$ cat src/rtl/pipe_ctrl_pkg.sv
// Shared types and defaults for the pipeline hazard controller.
// Imported by the accelerator sequencer and the hazard decode top.
package pipe_ctrl_pkg;

    localparam int REG_W_DEF       = 5;
    localparam int ACC_TIMEOUT_DEF = 1024;
    localparam int CNT_W_DEF       = 32;

    typedef enum logic [2:0] {
        NONE,
        LOADUSE,
        FLUSH,
        ACCW,
        MEMW
    } cause_e;

    typedef enum logic {
        IDLE,
        BUSY
    } acc_state_e;

endpackage

$ cat src/rtl/pipe_acc_seq.sv
// Accelerator start/done handshake with a BUSY watchdog.
// busy_hold tells the hazard decode to keep the pipeline frozen.
module pipe_acc_seq
    import pipe_ctrl_pkg::*;
#(
    parameter int ACC_TIMEOUT = ACC_TIMEOUT_DEF
) (
    input  logic clk,
    input  logic rst,
    input  logic acc_req,
    input  logic acc_done,
    input  logic mem_wait,
    output logic acc_start,
    output logic acc_busy,
    output logic acc_timeout,
    output logic busy_hold
);

    localparam int TW = (ACC_TIMEOUT > 1) ? $clog2(ACC_TIMEOUT) : 1;
    localparam logic [TW-1:0] LAST = TW'(ACC_TIMEOUT - 1);

    acc_state_e state, state_nxt;
    logic [TW-1:0] cnt, cnt_nxt;

    always_ff @(posedge clk or posedge rst) begin
        if (rst) begin
            state <= IDLE;
            cnt   <= '0;
        end else begin
            state <= state_nxt;
            cnt   <= cnt_nxt;
        end
    end

    always_comb begin
        state_nxt   = state;
        cnt_nxt     = cnt;
        acc_start   = 1'b0;
        acc_timeout = 1'b0;
        busy_hold   = 1'b0;
        unique case (state)
            IDLE: begin
                if (acc_req) begin
                    busy_hold = 1'b1;
                    // A launch is deferred while memory holds the EX stage
                    if (!mem_wait) begin
                        acc_start = 1'b1;
                        state_nxt = BUSY;
                        cnt_nxt   = '0;
                    end
                end
            end
            BUSY: begin
                if (acc_done) begin
                    state_nxt = IDLE;
                end else if (cnt == LAST) begin
                    acc_timeout = 1'b1;
                    state_nxt   = IDLE;
                end else begin
                    busy_hold = 1'b1;
                    cnt_nxt   = cnt + 1'b1;
                end
            end
            default: state_nxt = IDLE;
        endcase
        if (rst) begin
            acc_start   = 1'b0;
            acc_timeout = 1'b0;
            busy_hold   = 1'b0;
        end
    end

    assign acc_busy = (state == BUSY);

endmodule

$ cat src/rtl/pipe_hazard_ctrl.sv
// Per-stage stall/bubble generation for the 5-stage core.
// Priority: memory wait, accelerator, flush, load-use.
module pipe_hazard_ctrl
    import pipe_ctrl_pkg::*;
#(
    parameter int REG_W       = REG_W_DEF,
    parameter int ACC_TIMEOUT = ACC_TIMEOUT_DEF,
    parameter int CNT_W       = CNT_W_DEF
) (
    input  logic             clk,
    input  logic             rst,
    input  logic [REG_W-1:0] id_rs1,
    input  logic [REG_W-1:0] id_rs2,
    input  logic             id_rs1_used,
    input  logic             id_rs2_used,
    input  logic [REG_W-1:0] ex_rd,
    input  logic             ex_mem_read,
    input  logic             ex_br_taken,
    input  logic             ex_acc_req,
    input  logic             acc_done,
    input  logic             mem_wait,
    output logic             stall_pc,
    output logic             stall_id,
    output logic             bubble_id,
    output logic             stall_ex,
    output logic             bubble_ex,
    output logic             stall_mem,
    output logic             bubble_mem,
    output logic             stall_wb,
    output logic             bubble_wb,
    output logic             acc_start,
    output logic             acc_busy,
    output logic             acc_timeout,
    output logic [CNT_W-1:0] stall_cycles
);

    logic   busy_hold;
    logic   load_use;
    cause_e cause;

    pipe_acc_seq #(
        .ACC_TIMEOUT(ACC_TIMEOUT)
    ) u_acc_seq (
        .clk        (clk),
        .rst        (rst),
        .acc_req    (ex_acc_req),
        .acc_done   (acc_done),
        .mem_wait   (mem_wait),
        .acc_start  (acc_start),
        .acc_busy   (acc_busy),
        .acc_timeout(acc_timeout),
        .busy_hold  (busy_hold)
    );

    // x0 is hardwired, so a load targeting it never blocks ID
    assign load_use = ex_mem_read && (ex_rd != '0) &&
                      ((id_rs1_used && (id_rs1 == ex_rd)) ||
                       (id_rs2_used && (id_rs2 == ex_rd)));

    always_comb begin
        cause = NONE;
        if (rst)
            cause = NONE;
        else if (mem_wait)
            cause = MEMW;
        else if (busy_hold)
            cause = ACCW;
        else if (ex_br_taken && !ex_acc_req)
            cause = FLUSH;
        else if (load_use)
            cause = LOADUSE;
    end

    always_comb begin
        stall_pc   = 1'b0;
        stall_id   = 1'b0;
        bubble_id  = 1'b0;
        stall_ex   = 1'b0;
        bubble_ex  = 1'b0;
        stall_mem  = 1'b0;
        bubble_mem = 1'b0;
        stall_wb   = 1'b0;
        bubble_wb  = 1'b0;
        unique case (cause)
            MEMW: begin
                stall_pc  = 1'b1;
                stall_id  = 1'b1;
                stall_ex  = 1'b1;
                stall_mem = 1'b1;
                bubble_wb = 1'b1;
            end
            ACCW: begin
                stall_pc   = 1'b1;
                stall_id   = 1'b1;
                stall_ex   = 1'b1;
                bubble_mem = 1'b1;
            end
            FLUSH: begin
                bubble_id = 1'b1;
                bubble_ex = 1'b1;
            end
            LOADUSE: begin
                stall_pc  = 1'b1;
                stall_id  = 1'b1;
                bubble_ex = 1'b1;
            end
            default: ;
        endcase
    end

    always_ff @(posedge clk or posedge rst) begin
        if (rst)
            stall_cycles <= '0;
        else if (stall_pc && (stall_cycles != '1))
            stall_cycles <= stall_cycles + 1'b1;
    end

endmodule

$ cat config.mk
export PLATFORM = sky130hd
export DESIGN_NAME = pipe_hazard_ctrl
export DESIGN_NICKNAME = d
export VERILOG_FILES = /design/src/rtl/pipe_ctrl_pkg.sv /design/src/rtl/pipe_acc_seq.sv /design/src/rtl/pipe_hazard_ctrl.sv
export SDC_FILE = /design/constraint.sdc
export NUM_CORES = 1
export LEC_CHECK = 0
export BUFFER_PORTS_ARGS = -buffer_cell sky130_fd_sc_hd__buf_2
export CAP_MARGIN = 20
export CORE_MARGIN = 10
export CORE_UTILIZATION = 40
export DETAILED_ROUTE_END_ITERATION = 10
export PLACE_DENSITY = 0.66
export SETUP_SLACK_MARGIN = 0.05
export SLEW_MARGIN = 20
export SYNTH_ARGS = -nofsm -noshare
export SYNTH_HDL_FRONTEND = slang
export SYNTH_HIERARCHICAL = 1
export SYNTH_SLANG_ARGS = --single-unit
$ cat constraint.sdc
create_clock -name clk -period 2.6 [get_ports clk]
set_input_delay 0.13 -clock clk [delete_from_list [all_inputs] [get_ports clk]]
set_output_delay 0.13 -clock clk [all_outputs]
set_load 0.1 [all_outputs]
==> flow_metrics.py, run 1 <==
metrics = {
    "run_status": {
        "status": "finished, final reports clean",
    },
    "yosys": {
        "synth-seq-cells": 43,
        "yosysTopAreaCell": "dfrtp_1",
        "syn_inst": 244,
        "postSynthAreaPerCell_um2": 10.1,
        "yosys.area.top_type_share_pct": 43.6,
        "synth_edf_count": 0,
        "yosysSeqAreaShare_pct": 43.6,
        "ys_async_sr_fraction_pct": 100,
        "syn_nets": 270,
        "ys.flop_type": "dfrtp_1",
        "synthDistinctLibCells": 53,
        "synth_area_leaders": "dfrtp_1, xnor2_1, xor2_1",
        "netlist_area_mm2": 0.00247,
        "ys_warn_count": 6,
    },
    "clock_network": {
        "clk-insertion-delay-late_ns": 0.29,
        "h-tree-depth": 2,
        "cts_made_buffers": 5,
        "root_buffer": "clkbuf_8",
        "path_clk_slew_ns": 0.08,
        "cts_tree": "yes",
        "clockBufferDepth": 2,
        "cts_num_sinks": 43,
    },
    "global_route": {
        "grt_usage_pct": 12.8,
        "grt_max_degree": 33,
        "antenna_found_initial": 0,
        "overflow": 0,
        "grt_first_pass_wirelength_um": 10800,
        "grt_pass1_vias": 2180,
    },
    "worst_setup_path": {
        "start_kind": "register",
        "cp_max_fo": 4,
        "endpoint_kind": "primary output",
        "worstPathArrival_ns": 2.28,
        "reg2regPathDepth": 10,
        "r2r-start": "u_acc_seq/cnt[0]",
        "crit_required_ns": 2.47,
        "setup.worst_path.start": "u_acc_seq/cnt[0]",
        "critical_path_class": "reg2out",
    },
    "floorplanning": {
        "start_util_pct": 41.5,
        "die_w_um": 98.6,
        "io_pins": 68,
        "num_rows": 28,
        "core_mm2": 0.00596,
        "dieArea_mm2": 0.00972,
        "die-height_um": 98.6,
    },
    "timing": {
        "slew_violations": 0,
        "finalCriticalPeriod_ns": 2.41,
        "max_freq_ghz": 0.415,
        "tightest_slew_ns": 0.513,
        "timing.slew.headroom_pct": 66.1,
        "finalCritPeriodShare_pct": 92.7,
        "finalClockSkew_ns": 0.0107,
        "rsz0062_at_grt": "false",
        "setup_viol": 0,
        "hold_viol": 0,
    },
    "detailed_routing": {
        "wl_per_cell_um": 15.5,
        "drt-vias-per-instance": 5.26,
        "ant_nets": 0,
        "totalWireLength_um": 6220,
        "drc": 0,
        "vias": 2102,
        "drt-initial-drc-count": 96,
        "dr.pass1.iters": 4,
    },
    "layout": {
        "finalNonFillerCells": 400,
        "drive_gt1_share_pct": 40.0,
        "syn2layout_area_growth_pct": 29.5,
        "n_antenna_cell": 0,
        "nets": 350,
    },
    "power_and_ir_drop": {
        "p_clk_share_pct": 21.0,
        "pwr-share-comb_pct": 40.6,
        "p_int_mw": 1.24,
        "ir_worst_vdd_v": 0.00105,
        "leakagePower_nw": 1.59,
        "finalPower_mw": 2.24,
        "switching_share_pct": 44.9,
        "powerDensity_mw_per_mm2": 701,
        "p_seq_share_pct": 38.5,
        "power_switching_mw": 1.01,
    },
    "placed_design": {
        "dp.cells": 389,
        "place_hpwl_um": 4620,
        "io_buffer_count": 66,
        "gp_congestion": 0.779,
    },
    "worst_hold_path": {
        "min_path_type": "in2reg",
        "whs_path_depth": 4,
        "worstHoldStart": "acc_done",
    },
    "run": {
        "drv_cap": 0,
    },
}
==> per-layer routing <==
metal | GRT usage (%) | wire length (um)
met1 | 17.8 | 3050
met4 | 3.09 | 25
met3 | 4.47 | 494
met2 | 18.4 | 2650
met5 | 0 | 0
==> metrics by stage <==
| stage | worst slack (ns) | util (%) | cell area [um^2] | hold WS (ns) | setup TNS, ns |
|---|---|---|---|---|---|
| 4_1_cts | 0.0808 | 53.0 | 3160 | 0.331 | 0 |
| 2_1_floorplan | -0.572 | - | 2540 | -0.0176 | -0.572 |
| 3_3_place_gp | 0.109 | 50.7 | 3020 | 0.287 | 0 |
| 6_report | 0.190 | 53.7 | 3200 | 0.337 | 0 |
| 3_5_place_dp | 0.0299 | 50.7 | 3020 | 0.292 | 0 |
| 5_1_grt | 0.0307 | 53.7 | 3200 | 0.371 | 0 |
==> critical path, cell delays in order, from the launching register on <==
cell and delay (ns):
dfrtp_1 0.39, ha_1 0.18, nand3_1 0.09, or2_1 0.23
o21ai_1 0.16, a21oi_1 0.12, nor2_2 0.24, o221ai_4 0.21
and2_4 0.21, buf_12 0.16
==> state kept, by name (all words and copies together) (netlist names) <==
signal / count
stall_cycles: 32
u_acc_seq/acc_busy: 1
u_acc_seq/cnt: 10
==> placed cells by master, fill, tap and decap left out, types with 3 or more instances in the layout <==
cell,count
a211o_1,4
a21oi_1,5
and3_1,4
buf_12,3
buf_2,62
buf_4,12
clkbuf_8,7
dfrtp_1,26
dfrtp_2,17
inv_1,12
nand2_1,17
nand2b_1,3
nand3_1,19
nand4_1,8
nor2_1,10
nor3_1,11
nor4_1,5
nor4_2,4
o21ai_0,4
xnor2_1,22
xor2_1,19
==> kinds of logic after synthesis <==
logic type / after synthesis / synth area share (%)
AOI/OAI and AO/OA: 28 / 8.76
xor gates and xnor gates: 41 / 14.5
adders and majority gates: 2 / 1.01
buffers and inverters: 19 / 4.41
DFF: 43 / 43.6
muxes: 1 / 0.456
other: 1 / 0.152
and+or+nand+nor: 109 / 27.1
==> final timing paths <==
check / end / slack [ns]
min in group asynchronous: u_acc_seq/cnt[8] / 0.53
worst max-delay path: stall_id / 0.19
worst min-delay path: u_acc_seq/cnt[8] / 0.34
max in group asynchronous: stall_cycles[12] / 1.64
worst max register to register: stall_cycles[5] / 0.22
worst min register to register: stall_cycles[15] / 0.48
==> power groups by stage <==
stage,logic (mW),clock network [mW],registers (mW)
6_report,0.910,0.470,0.863
2_1_floorplan,0.329,0,1.23
5_1_grt,0.969,0.513,0.879
4_1_cts,0.898,0.485,0.861
3_3_place_gp,0.878,0,0.871
3_5_place_dp,0.888,0,0.873
==> cell usage after synthesis, types with 3 or more instances <==
cell type and count:
a211o_1 4, nand3_1 19, nor4_1 7, xnor2_1 22, inv_1 12, nand2b_1 3, dfrtp_1 43, and3_1 4
o21ai_0 5, a21oi_1 6, buf_6 3, xor2_1 19, nand4_1 8, buf_4 4, nor3_1 12, nand2_1 17
nor4_2 3, nor2_1 12
==> final cells by class <==
class,count,area [um^2]
Fill cell,550,2760
Clock inverter,1,7.51
Clock buffer,7,96.3
Inverter,12,45.0
Multi-Input combinational cell,183,1380
Timing Repair Buffer,79,478
Sequential cell,43,1100
Tap cell,75,93.8
==> what timing repair did <==
action | 4_1_cts | 5_1_grt
hold buffers | 1 | 0
endpoints found under the hold margin | 11 | 0
resized for setup | 2 | 6
setup buffers | 0 | 1
pin swaps | 0 | 1
gates cloned | 1 | 0
endpoints found under the setup margin | 3 | 29
Note: power is estimated with default switching activity, not from simulation.
==> inputs of run 2 (changes only) <==
--- a/config.mk
+++ b/config.mk
@@ -11,6 +11,7 @@
 export CORE_UTILIZATION = 40
 export DETAILED_ROUTE_END_ITERATION = 10
 export PLACE_DENSITY = 0.66
+export RECOVER_POWER = 50
 export SETUP_SLACK_MARGIN = 0.05
 export SLEW_MARGIN = 20
 export SYNTH_ARGS = -nofsm -noshare
==> flow_metrics.py, run 2 (synthesis gave the netlist of run 1 again) <==
metrics = {
    "global_route": {
        "overflow": 0,
        "grt_max_degree": 33,
        "grt_first_pass_wirelength_um": 10800,
        "antenna_found_initial": 0,
        "grt_usage_pct": 12.8,
        "grt_pass1_vias": 2180,
    },
    "floorplanning": {
        "io_pins": 68,
        "core_mm2": 0.00596,
        "dieArea_mm2": 0.00972,
        "die_w_um": 98.6,
        "die-height_um": 98.6,
        "start_util_pct": 41.5,
        "num_rows": 28,
    },
    "layout": {
        "n_antenna_cell": 0,
        "syn2layout_area_growth_pct": 28.3,
        "nets": 350,
        "final_common_cell": "buf_2",
        "drive_gt1_share_pct": 33.2,
        "layout_common_cells": "buf_2, dfrtp_1, xnor2_1, clkbuf_1",
        "largest_reg_flops": 32,
        "regMostFlops": "stall_cycles",
        "utilization_pct": 53.2,
    },
    "detailed_routing": {
        "drt-vias-per-instance": 5.27,
        "ant_nets": 0,
        "totalWireLength_um": 6200,
        "vias": 2106,
        "drt-initial-drc-count": 85,
        "wl_per_cell_um": 15.5,
        "drc": 0,
        "dr.pass1.iters": 4,
    },
    "clock_network": {
        "cts_tree": "yes",
        "cts_made_buffers": 5,
        "h-tree-depth": 2,
        "clk-insertion-delay-late_ns": 0.29,
        "root_buffer": "clkbuf_8",
        "cts_num_sinks": 43,
        "path_clk_slew_ns": 0.08,
        "clockBufferDepth": 2,
    },
    "placed_design": {
        "gp_congestion": 0.779,
        "io_buffer_count": 66,
        "place_ws_ns": 0.0299,
        "place_hpwl_um": 4620,
    },
    "power_and_ir_drop": {
        "finalPower_mw": 2.23,
        "powerDensity_mw_per_mm2": 704,
        "leakagePower_nw": 1.51,
        "ir_worst_vdd_v": 0.00104,
    },
    "timing": {
        "worst_slack_ns": 0.163,
        "hold_viol": 0,
        "finalCriticalPeriod_ns": 2.44,
        "setup_tns_ns": 0,
        "max_freq_ghz": 0.410,
        "setup_viol": 0,
        "rsz0062_at_grt": "false",
        "tightest_slew_ns": 1.23,
        "timing.slew.headroom_pct": 18.6,
        "slew_violations": 0,
        "finalCritPeriodShare_pct": 93.7,
        "finalClockSkew_ns": 0.0107,
    },
    "run_status": {
        "status": "finished, final reports clean",
    },
    "worst_setup_path": {
        "path_cells": "ha_1 -> nand3_1 -> or2_1 -> o21ai_1 -> a21oi_1 -> nor2_2 -> o221ai_4 -> and2_4 -> buf_12",
        "cpMaxStageDelayCell": "dfrtp_1",
        "endpoint_kind": "primary output",
        "start_kind": "register",
        "worstPathArrival_ns": 2.31,
        "critical_path_class": "reg2out",
        "cp_max_fo": 4,
        "max_stage_delay_ns": 0.39,
        "crit_required_ns": 2.47,
    },
    "run": {
        "drv_cap": 0,
    },
    "worst_hold_path": {
        "min_path_type": "in2reg",
    },
}
==> run 2: changes by cell type in the layout (fill, tap and decap cells not counted), sizes merged <==
cell / previous run / this run
clkbuf: 8 / 31
buf: 77 / 54
==> run 2: power breakdown <==
| group | leakage, nW | internal, mW | switching (mW) |
|---|---|---|---|
| combinational | 0.916 | 0.218 | 0.679 |
| clock | 0.0505 | 0.242 | 0.229 |
| sequential | 0.540 | 0.764 | 0.0994 |
==> run 2: final cells by class <==
| class | instances | area, um^2 |
|---|---|---|
| fillers | 563 | 2790 |
| multi-input cells | 183 | 1380 |
| flip-flops and latches | 43 | 1100 |
| repair buffers | 79 | 448 |
| clock buffers | 7 | 96.3 |
| well taps | 75 | 93.8 |
| inverters | 12 | 45.0 |
| clock inverters | 1 | 7.51 |
==> run 2: through the flow <==
step	std cells	cell area (um^2)	hold slack, ns
detailed placement	389	3020	0.292
global route	400	3170	0.371
CTS	399	3160	0.331
floorplan	244	2540	-0.0176
global placement	389	3020	0.287
finish	400	3170	0.337
==> run 2: repair_timing <==
| action | CTS | global route |
|---|---|---|
| hold buffers | 1 | 0 |
| cloned | 1 | 0 |
| pin swaps | 0 | 1 |
| setup endpoints to repair | 3 | 29 |
| setup buffers | 0 | 1 |
| resized for setup | 2 | 6 |
| endpoints found under the hold margin | 11 | 0 |
==> run 2: final timing paths <==
kind,startpoint,endpoint,slack (ns),cells after the start
max,u_acc_seq/cnt[0],stall_id,0.16,9
min,acc_done,u_acc_seq/cnt[8],0.34,4
max reg2reg,u_acc_seq/cnt[0],stall_cycles[5],0.22,10
min reg2reg,stall_cycles[15],stall_cycles[15],0.48,1
max in group asynchronous,rst,stall_cycles[12],1.09,4
min in group asynchronous,rst,u_acc_seq/cnt[8],0.71,3
==> run 2: worst max-delay path: cells and delay by family (launching register included) <==
family | cells | cell delay (ns)
adders and majority gates | 1 | 0.18
and+or+nand+nor | 4 | 0.80
DFF | 1 | 0.39
AOI/OAI and AO/OA | 3 | 0.49
buffers and inverters | 1 | 0.16
==> run 2: per-layer routing <==
layer	wire length, um	part of all wire, %	track usage [%]
met1	3040	49	17.8
met2	2660	43	18.4
met3	471	7.6	4.47
met4	25	0.40	3.09
met5	0	0	0
